$ cat src/rtl/pair_stream_gen_if.sv
// Command and stimulus bundle between pair_stream_gen and whatever drives or observes it.
interface pair_stream_gen_if #(
    parameter int unsigned LEN_W = 8
);
    logic             cmd_valid;
    logic             cmd_ready;
    logic [1:0]       cmd_mode;
    logic [1:0]       cmd_data;
    logic [LEN_W-1:0] cmd_len;
    logic             w1;
    logic             w2;
    logic             w_valid;
    logic             done;
    logic             busy;
    logic             exp_z;

    // Generator side: takes commands, drives the stream.
    modport master (
        input  cmd_valid, cmd_mode, cmd_data, cmd_len,
        output cmd_ready, w1, w2, w_valid, done, busy, exp_z
    );

    // Commanding side: offers commands, observes the stream.
    modport slave (
        output cmd_valid, cmd_mode, cmd_data, cmd_len,
        input  cmd_ready, w1, w2, w_valid, done, busy, exp_z
    );
endinterface

$ cat src/rtl/pair_stream_gen.sv
// Registered (w1,w2) stimulus generator for pair-compare detectors.
// Define PAIR_GEN_EXPZ_EN to include the run-length reference model driving exp_z.
module pair_stream_gen #(
    parameter int unsigned LEN_W   = 8,
    parameter int unsigned RUN_LEN = 4,
    parameter logic [7:0]  SEED    = 8'hA5
) (
    input logic               clk,
    input logic               rst,
    pair_stream_gen_if.master bus
);
    typedef enum logic {IDLE, RUN} state_t;
    typedef enum logic [1:0] {MODE_EQ, MODE_NEQ, MODE_CONST, MODE_RAND} mode_t;

    state_t           state_q, state_d;
    logic [LEN_W-1:0] rem_q, rem_d;
    mode_t            mode_q, mode_d;
    logic [1:0]       data_q, data_d;
    logic [7:0]       lfsr_q, lfsr_d;
    logic             ready_q, ready_d;
    logic             w1_q, w1_d;
    logic             w2_q, w2_d;
    logic             wv_q, wv_d;
    logic             done_q, done_d;
    logic             busy_q, busy_d;

    logic             accept_c;
    logic             beat_c;
    mode_t            beat_mode_c;
    logic [1:0]       beat_data_c;
    logic             beat_w1_c;
    logic             beat_w2_c;
    logic             lfsr_fb_c;

    // ready_q is only high in IDLE or on the final beat, so accept_c implies a legal start point.
    assign accept_c  = bus.cmd_valid && ready_q;
    assign lfsr_fb_c = lfsr_q[7] ^ lfsr_q[5] ^ lfsr_q[4] ^ lfsr_q[3];

    // Next-state and registered-output logic.
    always_comb begin
        state_d     = state_q;
        rem_d       = rem_q;
        mode_d      = mode_q;
        data_d      = data_q;
        lfsr_d      = lfsr_q;
        done_d      = 1'b0;
        beat_c      = 1'b0;
        beat_mode_c = mode_q;
        beat_data_c = data_q;
        beat_w1_c   = 1'b0;
        beat_w2_c   = 1'b0;

        if (accept_c) begin
            if (bus.cmd_len == '0) begin
                state_d = IDLE;
                done_d  = 1'b1;
            end else begin
                state_d     = RUN;
                rem_d       = bus.cmd_len;
                mode_d      = mode_t'(bus.cmd_mode);
                data_d      = bus.cmd_data;
                beat_c      = 1'b1;
                beat_mode_c = mode_t'(bus.cmd_mode);
                beat_data_c = bus.cmd_data;
            end
        end else if (state_q == RUN) begin
            if (rem_q == LEN_W'(1)) begin
                state_d = IDLE;
            end else begin
                rem_d  = rem_q - LEN_W'(1);
                beat_c = 1'b1;
            end
        end

        case (beat_mode_c)
            MODE_EQ:    begin beat_w1_c = lfsr_q[0];  beat_w2_c = lfsr_q[0]; end
            MODE_NEQ:   begin beat_w1_c = ~lfsr_q[0]; beat_w2_c = lfsr_q[0]; end
            MODE_CONST: begin beat_w1_c = beat_data_c[1]; beat_w2_c = beat_data_c[0]; end
            default:    begin beat_w1_c = lfsr_q[0];  beat_w2_c = lfsr_q[7]; end
        endcase

        if (beat_c) begin
            lfsr_d = {lfsr_q[6:0], lfsr_fb_c};
            if (rem_d == LEN_W'(1)) done_d = 1'b1;
        end

        w1_d    = beat_c & beat_w1_c;
        w2_d    = beat_c & beat_w2_c;
        wv_d    = beat_c;
        busy_d  = (state_d == RUN);
        ready_d = (state_d == IDLE) || (rem_d == LEN_W'(1));
    end

    always_ff @(posedge clk or negedge rst) begin
        if (!rst) begin
            state_q <= IDLE;
            rem_q   <= '0;
            mode_q  <= MODE_EQ;
            data_q  <= '0;
            lfsr_q  <= SEED;
            ready_q <= 1'b1;
            w1_q    <= 1'b0;
            w2_q    <= 1'b0;
            wv_q    <= 1'b0;
            done_q  <= 1'b0;
            busy_q  <= 1'b0;
        end else begin
            state_q <= state_d;
            rem_q   <= rem_d;
            mode_q  <= mode_d;
            data_q  <= data_d;
            lfsr_q  <= lfsr_d;
            ready_q <= ready_d;
            w1_q    <= w1_d;
            w2_q    <= w2_d;
            wv_q    <= wv_d;
            done_q  <= done_d;
            busy_q  <= busy_d;
        end
    end

    assign bus.cmd_ready = ready_q;
    assign bus.w1        = w1_q;
    assign bus.w2        = w2_q;
    assign bus.w_valid   = wv_q;
    assign bus.done      = done_q;
    assign bus.busy      = busy_q;

`ifdef PAIR_GEN_EXPZ_EN
    localparam int unsigned CNT_W = $clog2(RUN_LEN + 1);

    logic [CNT_W-1:0] cnt_q, cnt_d;
    logic             exp_z_q, exp_z_d;

    // Reference model watches the emitted beats; idle cycles hold its state.
    always_comb begin
        cnt_d   = cnt_q;
        exp_z_d = exp_z_q;
        if (wv_q) begin
            if (w1_q != w2_q)                   cnt_d = '0;
            else if (cnt_q != CNT_W'(RUN_LEN))  cnt_d = cnt_q + CNT_W'(1);
            exp_z_d = (cnt_d == CNT_W'(RUN_LEN));
        end
    end

    always_ff @(posedge clk or negedge rst) begin
        if (!rst) begin
            cnt_q   <= '0;
            exp_z_q <= 1'b0;
        end else begin
            cnt_q   <= cnt_d;
            exp_z_q <= exp_z_d;
        end
    end

    assign bus.exp_z = exp_z_q;
`else
    assign bus.exp_z = 1'b0;
`endif
endmodule

$ cat src/flat_wrapper.sv
// flat-port wrapper written by rule: the top's interface ports become plain ports
module pair_stream_gen_flat 
#(
    parameter int unsigned LEN_W   = 8,
    parameter int unsigned RUN_LEN = 4,
    parameter logic [7:0]  SEED    = 8'hA5
)
  (clk, rst, bus_cmd_valid, bus_cmd_mode, bus_cmd_data, bus_cmd_len, bus_cmd_ready, bus_w1, bus_w2, bus_w_valid, bus_done, bus_busy, bus_exp_z);
  pair_stream_gen_if #(.LEN_W(LEN_W)) bus_i ();
  input logic clk;
  input logic rst;
  input wire logic [$bits(bus_i.cmd_valid)-1:0] bus_cmd_valid;
  input wire logic [$bits(bus_i.cmd_mode)-1:0] bus_cmd_mode;
  input wire logic [$bits(bus_i.cmd_data)-1:0] bus_cmd_data;
  input wire logic [$bits(bus_i.cmd_len)-1:0] bus_cmd_len;
  output wire logic [$bits(bus_i.cmd_ready)-1:0] bus_cmd_ready;
  output wire logic [$bits(bus_i.w1)-1:0] bus_w1;
  output wire logic [$bits(bus_i.w2)-1:0] bus_w2;
  output wire logic [$bits(bus_i.w_valid)-1:0] bus_w_valid;
  output wire logic [$bits(bus_i.done)-1:0] bus_done;
  output wire logic [$bits(bus_i.busy)-1:0] bus_busy;
  output wire logic [$bits(bus_i.exp_z)-1:0] bus_exp_z;
  assign bus_i.cmd_valid = bus_cmd_valid;
  assign bus_i.cmd_mode = bus_cmd_mode;
  assign bus_i.cmd_data = bus_cmd_data;
  assign bus_i.cmd_len = bus_cmd_len;
  assign bus_cmd_ready = bus_i.cmd_ready;
  assign bus_w1 = bus_i.w1;
  assign bus_w2 = bus_i.w2;
  assign bus_w_valid = bus_i.w_valid;
  assign bus_done = bus_i.done;
  assign bus_busy = bus_i.busy;
  assign bus_exp_z = bus_i.exp_z;
  pair_stream_gen #(.LEN_W(LEN_W), .RUN_LEN(RUN_LEN), .SEED(SEED)) u_core (.clk(clk), .rst(rst), .bus(bus_i));
endmodule
$ cat config.mk
export PLATFORM = sky130hd
export DESIGN_NAME = pair_stream_gen_flat
export DESIGN_NICKNAME = d
export VERILOG_FILES = /design/src/rtl/pair_stream_gen_if.sv /design/src/rtl/pair_stream_gen.sv /design/src/flat_wrapper.sv
export SDC_FILE = /design/constraint.sdc
export NUM_CORES = 1
export LEC_CHECK = 0
export CAP_MARGIN = 25
export CORE_ASPECT_RATIO = 0.5
export CORE_UTILIZATION = 45
export CTS_CLUSTER_DIAMETER = 60
export CTS_CLUSTER_SIZE = 10
export DETAILED_ROUTE_END_ITERATION = 7
export PLACE_DENSITY = 0.82
export SYNTH_ARGS = -nofsm -noshare
export SYNTH_HDL_FRONTEND = slang
export SYNTH_SLANG_ARGS = --single-unit
export TNS_END_PERCENT = 10
$ cat constraint.sdc
create_clock -name clk -period 2.12 [get_ports clk]
set_input_delay 0.424 -clock clk [delete_from_list [all_inputs] [get_ports clk]]
set_output_delay 0.424 -clock clk [all_outputs]
set_load 0.01 [all_outputs]
==> impl_metrics.csv, run 1 <==
group,metric,value,unit
run_status,status,"finished clean",
drt,drc,0,
timing,finalSetupViolCount,0,
finish,antenna_cells,0,
power,clockPowerShare,9.2,%
yosys,synth_edf_count,0,
power,p_total,3360,µW
finish,syn_to_final_growth,36.5,%
timing,finClkSkew,0.0101,ns
yosys,yosys_warnings,0,
timing,max_freq,477,MHz
yosys,synth_ff_type,"dfrtp_1",
die,std_cell_rows,14,
clock_network,cts_tree,"yes",
power,combPwrFrac,61.0,%
power,ir_worst_vdd,0.000813,V
global_routing,antenna_found_initial,0,
finish,n_fill_cell,229,
flow_run,cap_violations,0,
yosys,synth_top_family_by_area,"simple AND/OR/NAND/NOR gates",
power,power.net_switching,1360,µW
timing,period_share,98.9,%
yosys,synth_compound_area_share,17.4,%
global_routing,grt-ovfl-total,0,
timing,maxSlewViolCount,0,
finish,drive_gt1_share,42.4,%
power,power_density,1540,nW/µm²
placed_design,io_buffers,20,
drt,vias,1338,
placed_design,dpl.hpwl,2940,µm
finish,multi_input_comb_area,911,µm²
power,p_leak,0.000957,µW
timing,finalSetupTns,0,ns
die,dieArea,3810,µm²
worst_setup_path,critPathKind,"primary input to flop",
yosys,synth_area,1600,µm²
die,die_w,86.3,µm
clock_network,holdBufCountCts,0,
timing,finalCriticalPeriod,2.10,ns
yosys,synth_xor_area_share,2.74,%
global_routing,grt_pass1_wl,6190,µm
hold_path,hp-class,"primary input to async pin",
timing,grt_setup_unrepaired,"yes",
yosys,yosysUniqueCellTypes,59,
worst_setup_path,critPathSlowestCell,"clkdlybuf4s50_1",
worst_setup_path,critPathLaunch,"bus_cmd_len[2]",
global_routing,grt_max_degree,26,
yosys,async_flop_share,100,%
yosys,syn_nets,172,
global_routing,globalRouteTotalUtil,22.1,%
worst_setup_path,rr_startpoint,"u_core.rem_q[1]",
worst_setup_path,cp-end-kind,"flop",
yosys,syn_avg_cell_area,10.6,µm²
die,start_util,50.2,%
power,internal_power,1990,µW
drt,wirelength,3910,µm
drt,post_drt_wl_per_cell,15.6,µm
power,pwr-share-seq,29.8,%
timing,finalHoldViolCount,0,
yosys,synth-seq-cells,25,
yosys,seq_area_frac_synth,39.5,%
drt,via_per_inst,5.33,
clock_network,clk_pin_slew,0.10,ns
clock_network,cts_buffer_depth,2,
clock_network,cts-root-buf,"clkbuf_8",
drt,dr.pass1.iters,4,
yosys,synth_adder_area_share,4.69,%
drt,initialDrtViolationCount,127,
drt,final_antenna_net_count,0,
clock_network,cts_buffers,3,
finish,seq_area,633,µm²
die,core_area,3190,µm²
worst_setup_path,cp_max_fo,2,
clock_network,h-tree-depth,1,
placed_design,place.gp.congestion,0.999,
die,boundaryPins,22,
power,power.switching_fraction,40.6,%
yosys,synth_cells,151,
worst_setup_path,worst_ep_arrival_time,2.32,ns
global_routing,grt_pass1_vias,1299,
yosys,synthMuxAreaShare,7.59,%
worst_setup_path,worstPathCellList,"clkdlybuf4s50_1 -> and3b_2 -> and3_2 -> a211o_2 -> a311oi_2 -> nand4_1 -> o21bai_2",
die,die_h,44.2,µm
worst_setup_path,worstPathRequired,2.34,ns
yosys,synth-simple-area-share,19.9,%
clock_network,clk_latency,0.28,ns
worst_setup_path,critPathMaxStageDelay,0.49,ns
finish,num-nets-final,225,
clock_network,clkSinkCount,25,
worst_setup_path,cp-start-kind,"primary input",
## metrics by stage
step           hold WS (ns)  cells  instance area (µm²)  setup slack, ns  utilization [%]
2_1_floorplan         0.128    151                 1600           0.0401                -
6_report              0.487    251                 2180           0.0225             68.5
3_5_place_dp          0.470    242                 2030           -0.419             63.6
4_1_cts               0.491    247                 2100           0.0153             65.8
3_3_place_gp          0.467    242                 2030           -0.330             63.6
5_1_grt               0.523    251                 2180          -0.0885             68.5
## power groups by stage
stage / Combinational, µW / Sequential [µW] / Clock, µW
floorplan: 1230 / 911 / 0
global placement: 1760 / 968 / 0
detailed placement: 1830 / 981 / 0
CTS: 1870 / 976 / 316
global route: 2190 / 1030 / 329
finish: 2050 / 999 / 309
## path summary, 6_finish.rpt
check                      slack (ns)                 end  depth (start not counted)
max                              0.02     u_core.bus.done                          7
min                              0.49  u_core.bus.w_valid                          2
max reg2reg                      0.03     u_core.bus.done                          8
min reg2reg                      0.49    u_core.lfsr_q[1]                          2
max in group asynchronous        1.33    u_core.lfsr_q[7]                          2
min in group clk                 0.49    u_core.lfsr_q[1]                          2
## kinds of logic after synthesis
family	Yosys count
compound gates	35
other cells	1
mux	11
simple gates	50
buf+inv	18
fa+ha+maj	6
xor+xnor	5
flops	25
## synthesized netlist by cell type, types with 3 or more instances
cell type | instances | share of area (%)
o211ai_1 | 3 | 1.4
mux2_2 | 9 | 6.3
xnor2_1 | 4 | 2.2
a21oi_1 | 4 | 1.3
nor2_1 | 10 | 2.3
a211oi_1 | 3 | 1.4
o21ai_0 | 4 | 1.3
inv_1 | 7 | 1.6
buf_6 | 4 | 2.8
dfstp_2 | 5 | 8.2
nand3_1 | 3 | 0.94
nand2_1 | 12 | 2.8
ha_1 | 6 | 4.7
dfrtp_1 | 20 | 31
## cells in the final DEF (no fill, tap or decap), types with 3 or more instances in the layout
cell	n
buf_4	38
dfrtp_1	19
clkdlybuf4s50_1	12
nand2_1	11
nor2_1	10
mux2_2	8
inv_1	6
dlygate4sd2_1	6
ha_1	5
dfstp_2	5
xnor2_1	4
o21ai_0	4
nand3_1	3
o211ai_1	3
a21oi_1	3
a211oi_1	3
clkbuf_8	3
## sequential cells by signal, summed over array words and instances (netlist names)
register              count
u_core.bus.cmd_ready      1
u_core.bus.done           1
u_core.bus.w1             1
u_core.bus.w2             1
u_core.bus.w_valid        1
u_core.data_q             2
u_core.lfsr_q             8
u_core.mode_q             2
u_core.rem_q              8
## layout make-up
| cell class | count | share of cell area [%] |
|---|---|---|
| repair buffers | 59 | 23.0 |
| well taps | 48 | 2.75 |
| clock inverters | 1 | 0.401 |
| inverters | 7 | 1.20 |
| flip-flops and latches | 25 | 29.0 |
| multi-input cells | 108 | 41.7 |
| clock buffers | 3 | 1.89 |
## worst max-delay path: cells and delay by family
kind            cells  cell delay [ns]
simple gates        3             0.65
compound gates      3             0.75
buf+inv             1             0.49
## layer usage
| layer | vias up | track usage, % | part of all wire [%] |
|---|---|---|---|
| met4 | 0 | 9.00 | 1.5 |
| met1 | 640 | 26.6 | 45 |
| met5 | - | 0 | 0 |
| li1 | 651 | - | - |
| met3 | 7 | 4.85 | 5.5 |
| met2 | 40 | 39.7 | 48 |
## timing repair
action,4_1_cts,5_1_grt
pin swaps,3,5
resized for setup,11,13
buffers inserted,1,4
setup endpoints to repair,4,4
Power figures use the tool's default switching activity.
==> run 2: changes to the inputs <==
Settings changed: CORE_ASPECT_RATIO 0.5 to 1.25, CORE_UTILIZATION 45 to 49, PLACE_DENSITY 0.82 to 0.87.
==> impl_metrics.csv, run 2 (synthesis gave the netlist of run 1 again) <==
group,metric,value,unit
run_status,status,"finished clean",
die,dieArea,3500,µm²
global_routing,antenna_found_initial,0,
worst_setup_path,worst_ep_arrival_time,2.28,ns
drt,dr.pass1.iters,4,
worst_setup_path,worst-path-buf-inv,2,
finish,num-nets-final,229,
drt,drc,0,
drt,via_per_inst,5.70,
power,clockPowerShare,6.7,%
global_routing,grt_use_met1,30.2,%
die,start_util,52.8,%
clock_network,cts-root-buf,"clkbuf_4",
clock_network,h-tree-depth,1,
power,p_leak,0.000988,µW
drt,wirelength,4020,µm
worst_setup_path,worstPathRequired,2.33,ns
finish,antenna_cells,0,
power,power.net_switching,1340,µW
placed_design,place.gp.congestion,0.918,
placed_design,pre_cts_ws,-0.394,ns
finish,mostFrequentLayoutCell,"buf_4",
global_routing,grt_pass1_vias,1374,
global_routing,grt-ovfl-total,0,
finish,drive_gt1_share,43.0,%
clock_network,cts_tree,"yes",
finish,syn_to_final_growth,37.7,%
power,pwr-share-seq,29.9,%
worst_setup_path,cp-end-kind,"flop",
finish,layout_common_cells,"buf_4, dfrtp_1, clkdlybuf4s50_1",
timing,finClkSkew,0.00448,ns
power,internal_power,1940,µW
finish,top_regs,"u_core.lfsr_q: 8 flops, u_core.rem_q: 8 flops",
timing,finalSetupViolCount,0,
timing,max_freq,483,MHz
drt,final_antenna_net_count,0,
global_routing,grtUsageMet2,45.9,%
timing,finalHoldViolCount,0,
clock_network,clk_latency,0.32,ns
timing,finalCriticalPeriod,2.07,ns
timing,finalSetupTns,0,ns
power,ir_worst_vdd,0.000956,V
flow_run,cap_violations,0,
worst_setup_path,worstPathCellList,"dlygate4sd2_1 -> nor4_4 -> a31oi_4 -> buf_4 -> mux2_4 -> ha_1 -> a221oi_1 -> a211oi_1",
worst_setup_path,rrSetupSlack,0.06,ns
clock_network,clk_pin_slew,0.14,ns
hold_path,hp-class,"primary input to async pin",
worst_setup_path,critPathSlowestCell,"nor4_4",
drt,post_drt_wl_per_cell,16.5,µm
die,core_area,3030,µm²
timing,period_share,97.6,%
worst_setup_path,cp-start-kind,"primary input",
worst_setup_path,crit_family,"buffers and inverters",
power,combPwrFrac,63.3,%
worst_setup_path,cp_max_fo,4,
timing,grt_setup_unrepaired,"yes",
global_routing,grt_pass1_wl,6340,µm
clock_network,cts_buffer_depth,2,
global_routing,globalRouteTotalUtil,25.2,%
die,std_cell_rows,22,
timing,worst_slack,0.0516,ns
drt,initialDrtViolationCount,23,
power,power_density,1490,nW/µm²
power,p_total,3280,µW
global_routing,grt_busiest_layer,"met2",
die,die_h,65.9,µm
die,die_w,53.1,µm
drt,vias,1384,
power,power.switching_fraction,40.8,%
placed_design,io_buffers,20,
clock_network,cts_buffers,3,
clock_network,clkSinkCount,25,
worst_setup_path,critPathMaxStageDelay,0.34,ns
global_routing,global_route.usage.met3,4.14,%
worst_setup_path,critPathKind,"primary input to flop",
placed_design,dpl.hpwl,3060,µm
global_routing,grt_max_degree,26,
timing,maxSlewViolCount,0,
die,boundaryPins,22,
-- run 2: cell count changes in the layout (fill, tap and decap cells not counted), sizes merged --
cell | before | now
buf | 39 | 43
dlygate4sd2 | 6 | 3
dlymetal6s2s | 2 | 5
clkinvlp | 0 | 1
inv | 8 | 7
-- run 2: layout make-up --
| type | count | area, µm² |
|---|---|---|
| Clock buffer | 3 | 22.5 |
| Clock inverter | 1 | 7.51 |
| Fill cell | 232 | 826 |
| Inverter | 7 | 26.3 |
| Multi-Input combinational cell | 108 | 932 |
| Sequential cell | 25 | 637 |
| Tap cell | 36 | 45.0 |
| Timing Repair Buffer | 63 | 532 |
-- run 2: per-layer routing --
metal,wire length [µm],vias to the layer above
li1,-,662
met1,1630,666
met2,2090,45
met3,223,11
met4,70,0
met5,0,-
-- run 2: what timing repair did --
item | 4_1_cts | 5_1_grt
pin swaps | 2 | 13
hold endpoints to repair | 0 | 0
resized for setup | 8 | 19
hold buffers | 0 | 0
buffers inserted | 0 | 10
setup endpoints to repair | 4 | 4
-- run 2: worst reg2reg max path, cell delays in order, from the launching register on --
cell      delay, ns
dfrtp_2        0.47
or3_4          0.41
o41ai_4        0.31
o211ai_1       0.19
nor4_2         0.27
nand4_1        0.17
o21bai_2       0.17
-- run 2: metrics by stage --
step	instance area [µm²]	hold slack (ns)	utilization, %	cells
6_report	2200	0.439	72.7	243
5_1_grt	2200	0.473	72.7	243
4_1_cts	2060	0.449	67.9	233
3_5_place_dp	1990	0.492	65.8	229
3_3_place_gp	1990	0.470	65.8	229
2_1_floorplan	1600	0.128	-	151
-- run 2: power groups by stage --
stage	sequential [µW]	clock, µW	combinational, µW
after global placement	951	0	1720
after global routing	1010	239	2260
after detailed placement	970	0	1770
final	982	221	2080
after floorplan	911	0	1230
after CTS	975	225	1820
-- run 2: path summary, 6_finish.rpt --
check | startpoint | to | cells after the start
max | bus_cmd_len[5] | u_core.bus.w1 | 8
min | rst | u_core.bus.w2 | 2
max reg2reg | u_core.rem_q[4] | u_core.bus.done | 6
min reg2reg | u_core.lfsr_q[1] | u_core.lfsr_q[1] | 2
max in group asynchronous | rst | u_core.lfsr_q[5] | 2
min in group clk | u_core.lfsr_q[1] | u_core.lfsr_q[1] | 2
